`config.mk`:
```
export PLATFORM = sky130hd
export DESIGN_NAME = pipelined_adder
export DESIGN_NICKNAME = d
export VERILOG_FILES = /design/src/rtl/pipelined_adder.sv
export SDC_FILE = /design/constraint.sdc
export NUM_CORES = 1
export LEC_CHECK = 0
export ABC_AREA = 1
export CORE_MARGIN = 2
export CORE_UTILIZATION = 52
export DETAILED_ROUTE_END_ITERATION = 10
export PLACE_DENSITY = 0.81
export SYNTH_ARGS = -nofsm -noshare
export SYNTH_HDL_FRONTEND = slang
export SYNTH_SLANG_ARGS = --single-unit
```
`constraint.sdc`:
```
create_clock -name clk -period 8.2 [get_ports clk]
set_clock_uncertainty 0.15 [all_clocks]
set_input_delay 2.05 -clock clk [delete_from_list [all_inputs] [get_ports clk]]
set_output_delay 2.05 -clock clk [all_outputs]
set_load 0.1 [all_outputs]
```
`src/rtl/pipelined_adder.sv`:
```
// Pipelined add/subtract: the WIDTH-bit carry chain is cut into STAGES chunks, one chunk per
// register rank, behind a valid/ready handshake that freezes the whole pipe on output stall.
module pipelined_adder #(
  parameter int unsigned WIDTH  = 32,
  parameter int unsigned STAGES = 4
) (
  input  logic             clk,
  input  logic             reset,
  input  logic             io_in_valid,
  output logic             io_in_ready,
  input  logic [WIDTH-1:0] io_a,
  input  logic [WIDTH-1:0] io_b,
  input  logic             io_cin,
  input  logic             io_sub,
  output logic             io_out_valid,
  input  logic             io_out_ready,
  output logic [WIDTH-1:0] io_sum,
  output logic             io_cout,
  output logic             io_ovf
);

  localparam int unsigned CHUNK = WIDTH / STAGES;

  // Rank 0 captures the operands; rank r (1..STAGES) has finished chunk r-1.
  logic             valid_q [STAGES+1];
  logic             valid_d [STAGES+1];
  logic [WIDTH-1:0] a_q     [STAGES+1];
  logic [WIDTH-1:0] a_d     [STAGES+1];
  logic [WIDTH-1:0] b_q     [STAGES+1];
  logic [WIDTH-1:0] b_d     [STAGES+1];
  logic [WIDTH-1:0] sum_q   [STAGES+1];
  logic [WIDTH-1:0] sum_d   [STAGES+1];
  logic             carry_q [STAGES+1];
  logic             carry_d [STAGES+1];
  logic             ovf_q;
  logic             ovf_d;
  logic             stall;
  logic [CHUNK:0]   chunk_sum;

  always_comb begin
    stall       = valid_q[STAGES] & ~io_out_ready;
    io_in_ready = ~stall & ~reset;

    valid_d[0] = io_in_valid & io_in_ready;
    a_d[0]     = io_a;
    b_d[0]     = io_sub ? ~io_b : io_b;
    sum_d[0]   = '0;
    carry_d[0] = io_cin;

    chunk_sum = '0;
    for (int unsigned r = 1; r <= STAGES; r++) begin
      chunk_sum = {1'b0, a_q[r-1][(r-1)*CHUNK +: CHUNK]}
                + {1'b0, b_q[r-1][(r-1)*CHUNK +: CHUNK]}
                + (CHUNK+1)'(carry_q[r-1]);
      valid_d[r] = valid_q[r-1];
      a_d[r]     = a_q[r-1];
      b_d[r]     = b_q[r-1];
      sum_d[r]   = sum_q[r-1];
      sum_d[r][(r-1)*CHUNK +: CHUNK] = chunk_sum[CHUNK-1:0];
      carry_d[r] = chunk_sum[CHUNK];
    end

    // a^b^sum at the MSB recovers the carry into the MSB without a separate tap.
    ovf_d = a_q[STAGES-1][WIDTH-1] ^ b_q[STAGES-1][WIDTH-1]
          ^ sum_d[STAGES][WIDTH-1] ^ carry_d[STAGES];
  end

  always_ff @(posedge clk) begin
    if (reset) begin
      for (int unsigned r = 0; r <= STAGES; r++) begin
        valid_q[r] <= '0;
        a_q[r]     <= '0;
        b_q[r]     <= '0;
        sum_q[r]   <= '0;
        carry_q[r] <= '0;
      end
      ovf_q <= '0;
    end else if (!stall) begin
      for (int unsigned r = 0; r <= STAGES; r++) begin
        valid_q[r] <= valid_d[r];
        a_q[r]     <= a_d[r];
        b_q[r]     <= b_d[r];
        sum_q[r]   <= sum_d[r];
        carry_q[r] <= carry_d[r];
      end
      ovf_q <= ovf_d;
    end
  end

  assign io_out_valid = valid_q[STAGES];
  assign io_sum       = sum_q[STAGES];
  assign io_cout      = carry_q[STAGES];
  assign io_ovf       = ovf_q;

endmodule

```
Word level (Yosys, flattened, before mapping)
Memory sizes are Yosys's and may differ from the RTL's.
Cells that the tools add are included.

word-level totals
  register bits = 1
  memory bits (writable) = 490
  word-level logic and storage cells = 80
  memories kept = 5

operators by class
  add/subtract/negate cells = 8
  mux-type cells = 31
  bitwise logic cells = 35

memory list
  name     words  width  read ports  clocked after Yosys merged registers in  wr ports  RTL line  text
  a_q      5      32     4           0                                        5         27        logic [WIDTH-1:0] a_q [STAGES+1];
  b_q      5      32     4           0                                        5         29        logic [WIDTH-1:0] b_q [STAGES+1];
  sum_q    5      32     5           0                                        5         31        logic [WIDTH-1:0] sum_q [STAGES+1];
  carry_q  5      1      5           0                                        5         33        logic carry_q [STAGES+1];
  valid_q  5      1      5           0                                        5         25        logic valid_q [STAGES+1];

operators by type and width
  kind           number
  $mux W32       16
  $add A8 B8 Y9  4
  $add A9 B1 Y9  4
  $not A32 Y32   1
  $or A1 B1 Y1   25
  $mux W1        15
  $and A1 B1 Y1  3
  $not A1 Y1     3
  $xor A1 B1 Y1  3

Longest topological paths before layout
Gate-level depths: netlist (run 1).

  depth in word-level cells = 6
  mapped depth = 11

Worst setup path before layout (run 1)
Ideal clock, no wire load.

  path type = input -> register
  start point = input io_out_ready
  end point = memory a_q[0][0] (enable)
  library setup time = 1.918 ns
  data arrival time = 6.296 ns
  data required time = 6.132 ns
  setup slack = -0.164 ns
  stages on the path = 4
  cell sequence = inv_1 > nand2_1 > inv_2 > nand2_1

RTL lines
  item         RTL line  text
  from (decl)  16        input logic io_out_ready,
  to (decl)    27

Worst setup path after layout (run 1)
  start point = input io_out_ready
  end point = output io_in_ready

between the ends
  word-level cells in the longest chain between the ends = 4

ends and longest elaborated chain
  item           RTL line  text
  $not A1 Y1     41        stall = valid_q[STAGES] & ~io_out_ready;
  $and A1 B1 Y1  41
  $not A1 Y1     42        io_in_ready = ~stall & ~reset;
  $and A1 B1 Y1  42
  to (decl)      10        output logic io_in_ready,

Every way passes these cells.

==> results.ini, run 1 <==
[outcome]
status = completed

[setup_path]
max_stage_delay_ps = 1200
crit_buf_inv = 5
cp_max_fo = 24
timing.rr.start = valid_q[0][4]
rr_worst_depth = 7
end_kind = output pin
crit_arrival_ps = 4280
crit_type = input port to output pin
critPathRequiredTime_ps = 6000
r2r_end = sum_q[0][97]
start_kind = input port
crit_top_cell = clkdlybuf4s50_1
reg2reg_slack_ps = 5420
critPathTopFamily = buffers and inverters
slowest_stage = clkdlybuf4s50_1
path_cells = clkdlybuf4s50_1, inv_1, nand2_1, inv_2, nor2_4, buf_4, clkdlybuf4s50_1

[floorplan]
rows = 53
core_area_um2 = 20900
die_x_um = 149
dieArea_um2 = 22300
start_util = 0.526
io_pins = 106
chipHeight_um = 149

[sta]
hold_slack_ps = 325
fin_ws_ps = 1720
hold_violations = 0
finalMaxSlewViolations = 0
rsz0062_at_grt = no
fmax_mhz = 154
fin_crit_ps = 6480
setup_viol = 0
post-route-period-util = 0.790
worstMarginPinSlew_ps = 1160
slew_headroom = 0.224
setup_tns_ps = 0

[cells_and_area]
layout.nets = 1188
antenna_cells = 0
drive_above_1_share = 0.0418
nFillCells = 1592
fin_util = 0.624
seqCellArea_um2 = 7530
final_area_um2 = 13000
final_common_cell = edfxtp_1
area_growth_pct = 18.6
multiInputGateArea_um2 = 2460
final_cells = 1376
final_cell_mix = edfxtp_1, nor2_1, inv_1

[grt]
grt_antenna_before_repair = 0
grt_first_pass_wirelength_um = 26300
track_usage = 0.144
overflow = 0
grt_max_degree = 163
grt_pass1_vias = 5906

[pwr]
seqPwrFrac = 0.537
power_frac_comb = 0.093
leakagePower_nw = 5.55
switching_share = 0.226
peakVddDrop_uv = 128
p_clk_frac = 0.370
p_sw_mw = 0.636
p_per_area_nw_per_um2 = 216
finalPower_mw = 2.82
p_int_mw = 2.18

[clock_tree]
cts_setup_buffers = 0
insertion_delay_ps = 510
cts.clk_slew.worst_paths_ps = 60
ctsResizeCount = 0
cts.sinks = 251
cts_tree = done
cts_buffers = 25
clockBufferDepth = 3
ctsHoldBuffers = 0
clockRootBuffer = clkbuf_16
htree_levels = 1

[min_path]
min_from = io_ovf
hold_path_class = flop to flop
hold_end = io_ovf
hold_path_depth = 2

[placed_design]
place_inst = 1330
place_ws_ps = 1710
place_hpwl_um = 9860
place_area_um2 = 12300
io_buffers = 105
globalplace.congestion = 0.816

[synth]
syn_area_um2 = 11000
postSynthCellCount = 977
ys_types = 23
syn_area_per_cell_um2 = 11.2
yosysSeqAreaShare = 0.685
syn_nets = 1083
yosysWarnings = 0
ys_ff_latch = 251

[flow_run]
drv_cap = 0

[detailed_routing]
dr.pass1.iters = 5
wirelength_um = 15900
viasPerCell = 4.56
ant_nets = 0
drt_first_iter_violations = 422
drcViolationCount = 0
vias = 6270
drt-wirelength-per-cell_um = 11.6

## Yosys cell counts
library cell | number | area [µm²]
or2_2 | 1 | 6.26
ha_1 | 28 | 350
fa_1 | 8 | 160
edfxtp_1 | 250 | 7510
nor2_1 | 245 | 920
clkbuf_1 | 1 | 3.75
buf_4 | 2 | 15.0
nand3b_1 | 3 | 22.5
buf_2 | 28 | 140
o21a_1 | 5 | 37.5
o21ai_0 | 10 | 50.1
nand2_1 | 61 | 229
and2_1 | 1 | 6.26
xnor2_1 | 32 | 280
xor2_1 | 1 | 8.76
nand3_1 | 20 | 100
nor2_4 | 1 | 11.3
a21oi_1 | 42 | 210
dfxtp_1 | 1 | 20.0
nand4_1 | 5 | 31.3
inv_1 | 226 | 848
inv_2 | 2 | 7.51
a31oi_1 | 4 | 25.0
## flip-flops by register name (all words and copies together), names as in the netlist
signal   cells
carry_q      5
io_ovf       1
valid_q      5
b_q         80
a_q         80
sum_q       80
## power groups by stage
stage	logic (mW)	clock network (mW)	registers [mW]
finish	0.262	1.04	1.51
global route	0.290	1.11	1.52
CTS	0.264	1.07	1.51
detailed placement	0.261	0	1.54
global placement	0.255	0	1.54
floorplan	0.133	0	1.59
## tightest hold or removal path: stages (launching register included)
cell	delay, ps
dfxtp_1	310
nand3_1	80
nand2_1	50
## layer usage
metal / vias up / wire, µm / GRT usage
met5: - / 0 / 0
met4: 0 / 262 / 0.0390
met3: 24 / 871 / 0.0278
met2: 168 / 7810 / 0.253
met1: 2785 / 6960 / 0.184
li1: 3293 / - / -
## cell families after synthesis
kind of cell / count (synthesis) / share of synthesized area
XOR/XNOR: 33 / 0.0263
AND/OR/NAND/NOR: 337 / 0.121
adder cells (fa/ha/maj): 36 / 0.0464
AO/OA/AOI/OAI: 61 / 0.0294
buffers and inverters: 259 / 0.0923
flip-flops: 251 / 0.685
## area by class of cell
class | count | area share
clock buffers | 29 | 0.0492
clock inverters | 17 | 0.00903
inverters | 228 | 0.0661
multi-input cells | 467 | 0.189
flip-flops and latches | 251 | 0.578
well taps | 275 | 0.0264
repair buffers | 109 | 0.0826
## how the worst max path moves through the flow
| stage | from | end | slack (ps) | cells past startpoint |
|---|---|---|---|---|
| detailed placement | io_out_ready | io_in_ready | 1710 | 7 |
| floorplan | io_out_ready | a_q[0][0] | 2380 | 4 |
| finish | io_out_ready | io_in_ready | 1720 | 7 |
| global route | io_out_ready | io_in_ready | 1630 | 7 |
| CTS | io_out_ready | io_in_ready | 1710 | 7 |
| global placement | io_out_ready | io_in_ready | 1740 | 7 |
Note: power is estimated with default switching activity, not from simulation.
==> inputs of run 2 (changes only) <==
==> constraint.sdc (replaced) <==
create_clock -name clk -period 5.6 [get_ports clk]
set_clock_uncertainty 0.15 [all_clocks]
set_input_delay 1.4 -clock clk [delete_from_list [all_inputs] [get_ports clk]]
set_output_delay 1.4 -clock clk [all_outputs]
set_load 0.1 [all_outputs]
==> run 2 against run 1 <==
Effect of this change: core utilization shrank 0.13 points; clock-buffer cell count grew 1; die area is the same; largest cell class unchanged; largest power group unchanged; highest routed layer unchanged.
==> results.ini, run 2 (synthesis gave the netlist of run 1 again) <==
[sta]
setup_viol = 0  ; unchanged
hold_violations = 0  ; unchanged
slew_headroom = 0.299  ; was 0.224
fmax_mhz = 245
fin_ws_ps = 1520  ; was 1720 ps
hold_slack_ps = 322  ; was 325 ps
worstMarginPinSlew_ps = 1050  ; was 1160 ps
post-route-period-util = 0.728
rsz0062_at_grt = no  ; unchanged
setup_tns_ps = 0  ; unchanged
fin_crit_ps = 4080
finalMaxSlewViolations = 0  ; unchanged

[cells_and_area]
layout.nets = 1189  ; was 1188
area_growth_pct = 18.3  ; was 18.6%
top_regs = a_q: 80 flops, b_q: 80 flops, sum_q: 80 flops  ; unchanged
final_common_cell = edfxtp_1  ; unchanged
drive_above_1_share = 0.0401  ; was 0.0418
antenna_cells = 0  ; unchanged
final_cell_mix = edfxtp_1, nor2_1, inv_1  ; unchanged
final_cells = 1373  ; was 1376
fin_util = 0.623  ; was 0.624
nFillCells = 1588  ; was 1592

[setup_path]
end_kind = output pin  ; unchanged
rr_worst_depth = 7  ; unchanged
start_kind = input port  ; unchanged
crit_arrival_ps = 2530  ; was 4280 ps
r2r_end = b_q[0][58]  ; was sum_q[0][97]
cp_max_fo = 3  ; was 24
reg2reg_slack_ps = 3060  ; was 5420 ps
critPathRequiredTime_ps = 4050  ; was 6000 ps
crit_type = input port to output pin  ; unchanged
timing.rr.start = valid_q[0][4]  ; unchanged

[detailed_routing]
ant_nets = 0  ; unchanged
vias = 6386  ; was 6270
wirelength_um = 16200  ; was 15900 µm
dr.pass1.iters = 5  ; unchanged
drt-wirelength-per-cell_um = 11.8  ; was 11.6 µm
viasPerCell = 4.65  ; was 4.56
drt_first_iter_violations = 405  ; was 422
drcViolationCount = 0  ; unchanged

[clock_tree]
ctsResizeCount = 0  ; unchanged
clockRootBuffer = clkbuf_16  ; unchanged
ctsHoldBuffers = 0  ; unchanged
cts_setup_buffers = 0  ; unchanged
htree_levels = 1  ; unchanged
insertion_delay_ps = 520  ; was 510 ps
cts_buffers = 24  ; was 25
cts_tree = done  ; unchanged
cts.clk_slew.worst_paths_ps = 60  ; about the same
cts.sinks = 251  ; unchanged
clockBufferDepth = 3  ; unchanged

[pwr]
p_int_mw = 3.12  ; was 2.18 mW
switching_share = 0.227  ; was 0.226
p_per_area_nw_per_um2 = 310  ; was 216 nW/µm²
peakVddDrop_uv = 176  ; was 128 µV
p_clk_frac = 0.354  ; was 0.370
power_frac_comb = 0.095  ; was 0.093
seqPwrFrac = 0.550  ; was 0.537
p_sw_mw = 0.914  ; was 0.636 mW
leakagePower_nw = 5.54  ; was 5.55 nW

[min_path]
hold_end = io_ovf  ; unchanged
min_from = io_ovf  ; unchanged
hold_path_depth = 2  ; unchanged
hold_path_class = flop to flop  ; unchanged

[grt]
grt_first_pass_wirelength_um = 27600  ; was 26300 µm
grt_max_degree = 148  ; was 163
track_usage = 0.152  ; was 0.144
overflow = 0  ; unchanged
grt_pass1_vias = 6189  ; was 5906
grt_antenna_before_repair = 0  ; unchanged

[floorplan]
die_x_um = 149  ; unchanged
dieArea_um2 = 22300  ; unchanged
io_pins = 106  ; unchanged
chipHeight_um = 149  ; unchanged
start_util = 0.526  ; unchanged
rows = 53  ; unchanged
core_area_um2 = 20900  ; unchanged

[placed_design]
globalplace.congestion = 0.789  ; was 0.816
io_buffers = 105  ; unchanged
place_ws_ps = 1510  ; was 1710 ps
place_inst = 1332  ; was 1330
place_hpwl_um = 10400  ; was 9860 µm

[outcome]
status = completed  ; unchanged

[flow_run]
drv_cap = 0  ; unchanged

==> run 2: per-layer routing <==
layer  vias to the layer above  part of all wire  GRT usage
met2                       153              0.49      0.262
li1                       3294                 -          -
met3                        24             0.050     0.0266
met1                      2915              0.44      0.195
met4                         0             0.019     0.0500
met5                         -                 0          0
==> run 2: how the worst max path moves through the flow <==
stage	start	endpoint	slack, ps	depth (start not counted)
5_1_grt	io_out_ready	io_in_ready	1470	6
6_report	io_out_ready	io_in_ready	1520	6
3_3_place_gp	io_out_ready	io_in_ready	1480	6
2_1_floorplan	io_out_ready	a_q[0][0]	430	4
3_5_place_dp	io_out_ready	io_in_ready	1510	6
4_1_cts	io_out_ready	io_in_ready	1500	6
==> run 2: power by group through the flow <==
stage          sequential [mW]  combinational, mW  clock [mW]
6_report                  2.22              0.385        1.43
5_1_grt                   2.23              0.428        1.54
4_1_cts                   2.22              0.388        1.46
3_5_place_dp              2.26              0.385           0
3_3_place_gp              2.25              0.375           0
2_1_floorplan             2.33              0.195           0
==> run 2: critical path: stages <==
cell and delay [ps]:
clkdlybuf4s50_1 450, inv_1 30, nand2_1 60, inv_2 80, nor2_4 170, buf_4 330
==> run 2: metrics by stage <==
step | cell area [µm²] | total power, mW
floorplan | 11000 | 2.52
global placement | 12300 | 2.63
detailed placement | 12300 | 2.64
CTS | 13000 | 4.07
global route | 13000 | 4.19
finish | 13000 | 4.03
==> run 2: cell type report <==
class / count / area [µm²] / area share
clock buffer: 30 / 623 / 0.0479
sequential: 251 / 7530 / 0.579
inverter: 228 / 861 / 0.0662
clock inverter: 11 / 70.1 / 0.00539
multi-input combinational: 467 / 2460 / 0.190
tap: 275 / 344 / 0.0265
timing repair buffer: 111 / 1110 / 0.0856
==> inputs of run 3 (changes only) <==
--- a/config.mk
+++ b/config.mk
@@ -7,9 +7,9 @@
 export LEC_CHECK = 0
 export ABC_AREA = 1
 export CORE_MARGIN = 2
-export CORE_UTILIZATION = 52
+export CORE_UTILIZATION = 57
 export DETAILED_ROUTE_END_ITERATION = 10
-export PLACE_DENSITY = 0.81
+export PLACE_DENSITY = 0.85
 export SYNTH_ARGS = -nofsm -noshare
 export SYNTH_HDL_FRONTEND = slang
 export SYNTH_SLANG_ARGS = --single-unit
==> constraint.sdc (replaced) <==
create_clock -name clk -period 4.1 [get_ports clk]
set_clock_uncertainty 0.15 [all_clocks]
set_input_delay 1.025 -clock clk [delete_from_list [all_inputs] [get_ports clk]]
set_output_delay 1.025 -clock clk [all_outputs]
set_load 0.1 [all_outputs]
==> run 3 against run 2 <==
Effect of this change: critical path depth unchanged; power increased by 40%; design area increased by 0.66%; sequential power increased by 36%; via count increased by 0.74%; global-route usage increased by 2.2 points; sequential share of layout area decreased by 0.38 points; routed wire length increased by 6.0%; core utilization increased by 7.3 points; die area decreased by 8.5%; critical path type unchanged.
==> results.ini, run 3 (synthesis gave the netlist of run 1 again) <==
[clock_tree]
htree_levels = 1  ; unchanged
cts.sinks = 251  ; unchanged
cts_setup_buffers = 0  ; unchanged
insertion_delay_ps = 510  ; was 520 ps
clockRootBuffer = clkbuf_16  ; unchanged
ctsHoldBuffers = 0  ; unchanged
cts_buffers = 25  ; was 24
ctsResizeCount = 0  ; unchanged
cts_tree = done  ; unchanged
cts.clk_slew.worst_paths_ps = 60  ; about the same
clockBufferDepth = 3  ; unchanged

[detailed_routing]
drcViolationCount = 0  ; unchanged
dr.pass1.iters = 7  ; was 5
drt-wirelength-per-cell_um = 12.6  ; was 11.8 µm
viasPerCell = 4.74  ; was 4.65
ant_nets = 0  ; unchanged
drt_first_iter_violations = 538  ; was 405
wirelength_um = 17100  ; was 16200 µm
vias = 6433  ; was 6386

[pwr]
p_per_area_nw_per_um2 = 432  ; was 310 nW/µm²
power_frac_comb = 0.095  ; about the same
seqPwrFrac = 0.536  ; was 0.550
p_sw_mw = 1.25  ; was 0.914 mW
switching_share = 0.221  ; was 0.227
peakVddDrop_uv = 271  ; was 176 µV
leakagePower_nw = 5.59  ; was 5.54 nW
p_clk_frac = 0.369  ; was 0.354
p_int_mw = 4.41  ; was 3.12 mW
finalPower_mw = 5.66  ; was 4.03 mW

[sta]
rsz0062_at_grt = no  ; unchanged
setup_viol = 0  ; unchanged
hold_slack_ps = 334  ; was 322 ps
setup_tns_ps = 0  ; unchanged
hold_violations = 0  ; unchanged
slew_headroom = 0.333  ; was 0.299
worstMarginPinSlew_ps = 998  ; was 1050 ps
post-route-period-util = 0.796
fmax_mhz = 307
finalMaxSlewViolations = 0  ; unchanged
fin_ws_ps = 838  ; was 1520 ps
fin_crit_ps = 3260

[cells_and_area]
drive_above_1_share = 0.0401  ; unchanged
fin_util = 0.695  ; was 0.623
antenna_cells = 0  ; unchanged
layout.nets = 1191  ; was 1189
final_common_cell = edfxtp_1  ; unchanged
area_growth_pct = 19.1  ; was 18.3%
final_cell_mix = edfxtp_1, nor2_1, inv_1  ; unchanged
nFillCells = 1266  ; was 1588
top_regs = a_q: 80 flops, b_q: 80 flops, sum_q: 80 flops  ; unchanged
final_area_um2 = 13100  ; was 13000 µm²
final_cells = 1358  ; was 1373

[placed_design]
place_ws_ps = 821  ; was 1510 ps
place_inst = 1318  ; was 1332
place_hpwl_um = 10800  ; was 10400 µm
io_buffers = 105  ; unchanged
place_area_um2 = 12300  ; about the same
globalplace.congestion = 0.807  ; was 0.789

[grt]
overflow = 0  ; unchanged
track_usage = 0.174  ; was 0.152
grt_first_pass_wirelength_um = 28500  ; was 27600 µm
grt_max_degree = 90  ; was 148
grt_antenna_before_repair = 0  ; unchanged
grt_pass1_vias = 6159  ; was 6189

[floorplan]
io_pins = 106  ; unchanged
start_util = 0.584  ; was 0.526
chipHeight_um = 143  ; was 149 µm
rows = 50  ; was 53
dieArea_um2 = 20400  ; was 22300 µm²
die_x_um = 143  ; was 149 µm
core_area_um2 = 18800  ; was 20900 µm²

[setup_path]
crit_type = input port to output pin  ; unchanged
crit_arrival_ps = 2090  ; was 2530 ps
cp_max_fo = 3  ; unchanged
slowest_stage = clkdlybuf4s50_1  ; unchanged
max_stage_delay_ps = 450  ; about the same
path_cells = clkdlybuf4s50_1, inv_1, nand2_1, inv_2, nor2_4, buf_12  ; was clkdlybuf4s50_1, inv_1, nand2_1, inv_2, nor2_4, buf_4
critPathTopFamily = buffers and inverters  ; unchanged
start_kind = input port  ; unchanged
crit_buf_inv = 4  ; unchanged
end_kind = output pin  ; unchanged
critPathRequiredTime_ps = 2920  ; was 4050 ps

[flow_run]
drv_cap = 0  ; unchanged

[min_path]
hold_path_class = flop to flop  ; unchanged

[outcome]
status = completed  ; unchanged

## run 3: cell count changes in the layout (fill, tap and decap cells not counted), sizes merged
cell / delta
bufinv: +2
inv: -1
clkbuf: -1
clkinvlp: -1
buf: +1
## run 3: path summary, 6_finish.rpt
check	to	from	depth (start not counted)	slack (ps)
setup reg to reg	sum_q[0][38]	a_q[0][0]	8	1910
hold / removal	io_ovf	io_ovf	2	330
hold reg to reg	io_ovf	io_ovf	2	330
setup / recovery	io_in_ready	io_out_ready	6	840
## run 3: final cells by class
class	count	area, µm²	share of cell area
clock inverter	11	100	0.00765
clock buffer	29	641	0.0489
sequential	251	7530	0.575
timing repair buffer	112	1170	0.0895
inverter	228	861	0.0658
tap	260	325	0.0249
multi-input combinational	467	2460	0.188
## run 3: layer usage
metal / GRT usage / up-vias / routed length, µm
li1: - / 3303 / -
met4: 0.0516 / 0 / 356
met5: 0 / - / 0
met1: 0.221 / 2912 / 7210
met2: 0.310 / 189 / 8640
met3: 0.0288 / 29 / 937
## run 3: power by group through the flow
stage / combinational, mW / sequential [mW] / clock (mW)
2_1_floorplan: 0.267 / 3.17 / 0
3_3_place_gp: 0.515 / 3.07 / 0
3_5_place_dp: 0.532 / 3.08 / 0
4_1_cts: 0.539 / 3.03 / 2.13
5_1_grt: 0.594 / 3.04 / 2.23
6_report: 0.538 / 3.03 / 2.09
## run 3: tightest hold or removal path: cells and delay by family (launching register included)
kind,cells,cell delay [ps]
DFF,1,310
and+or+nand+nor,2,130
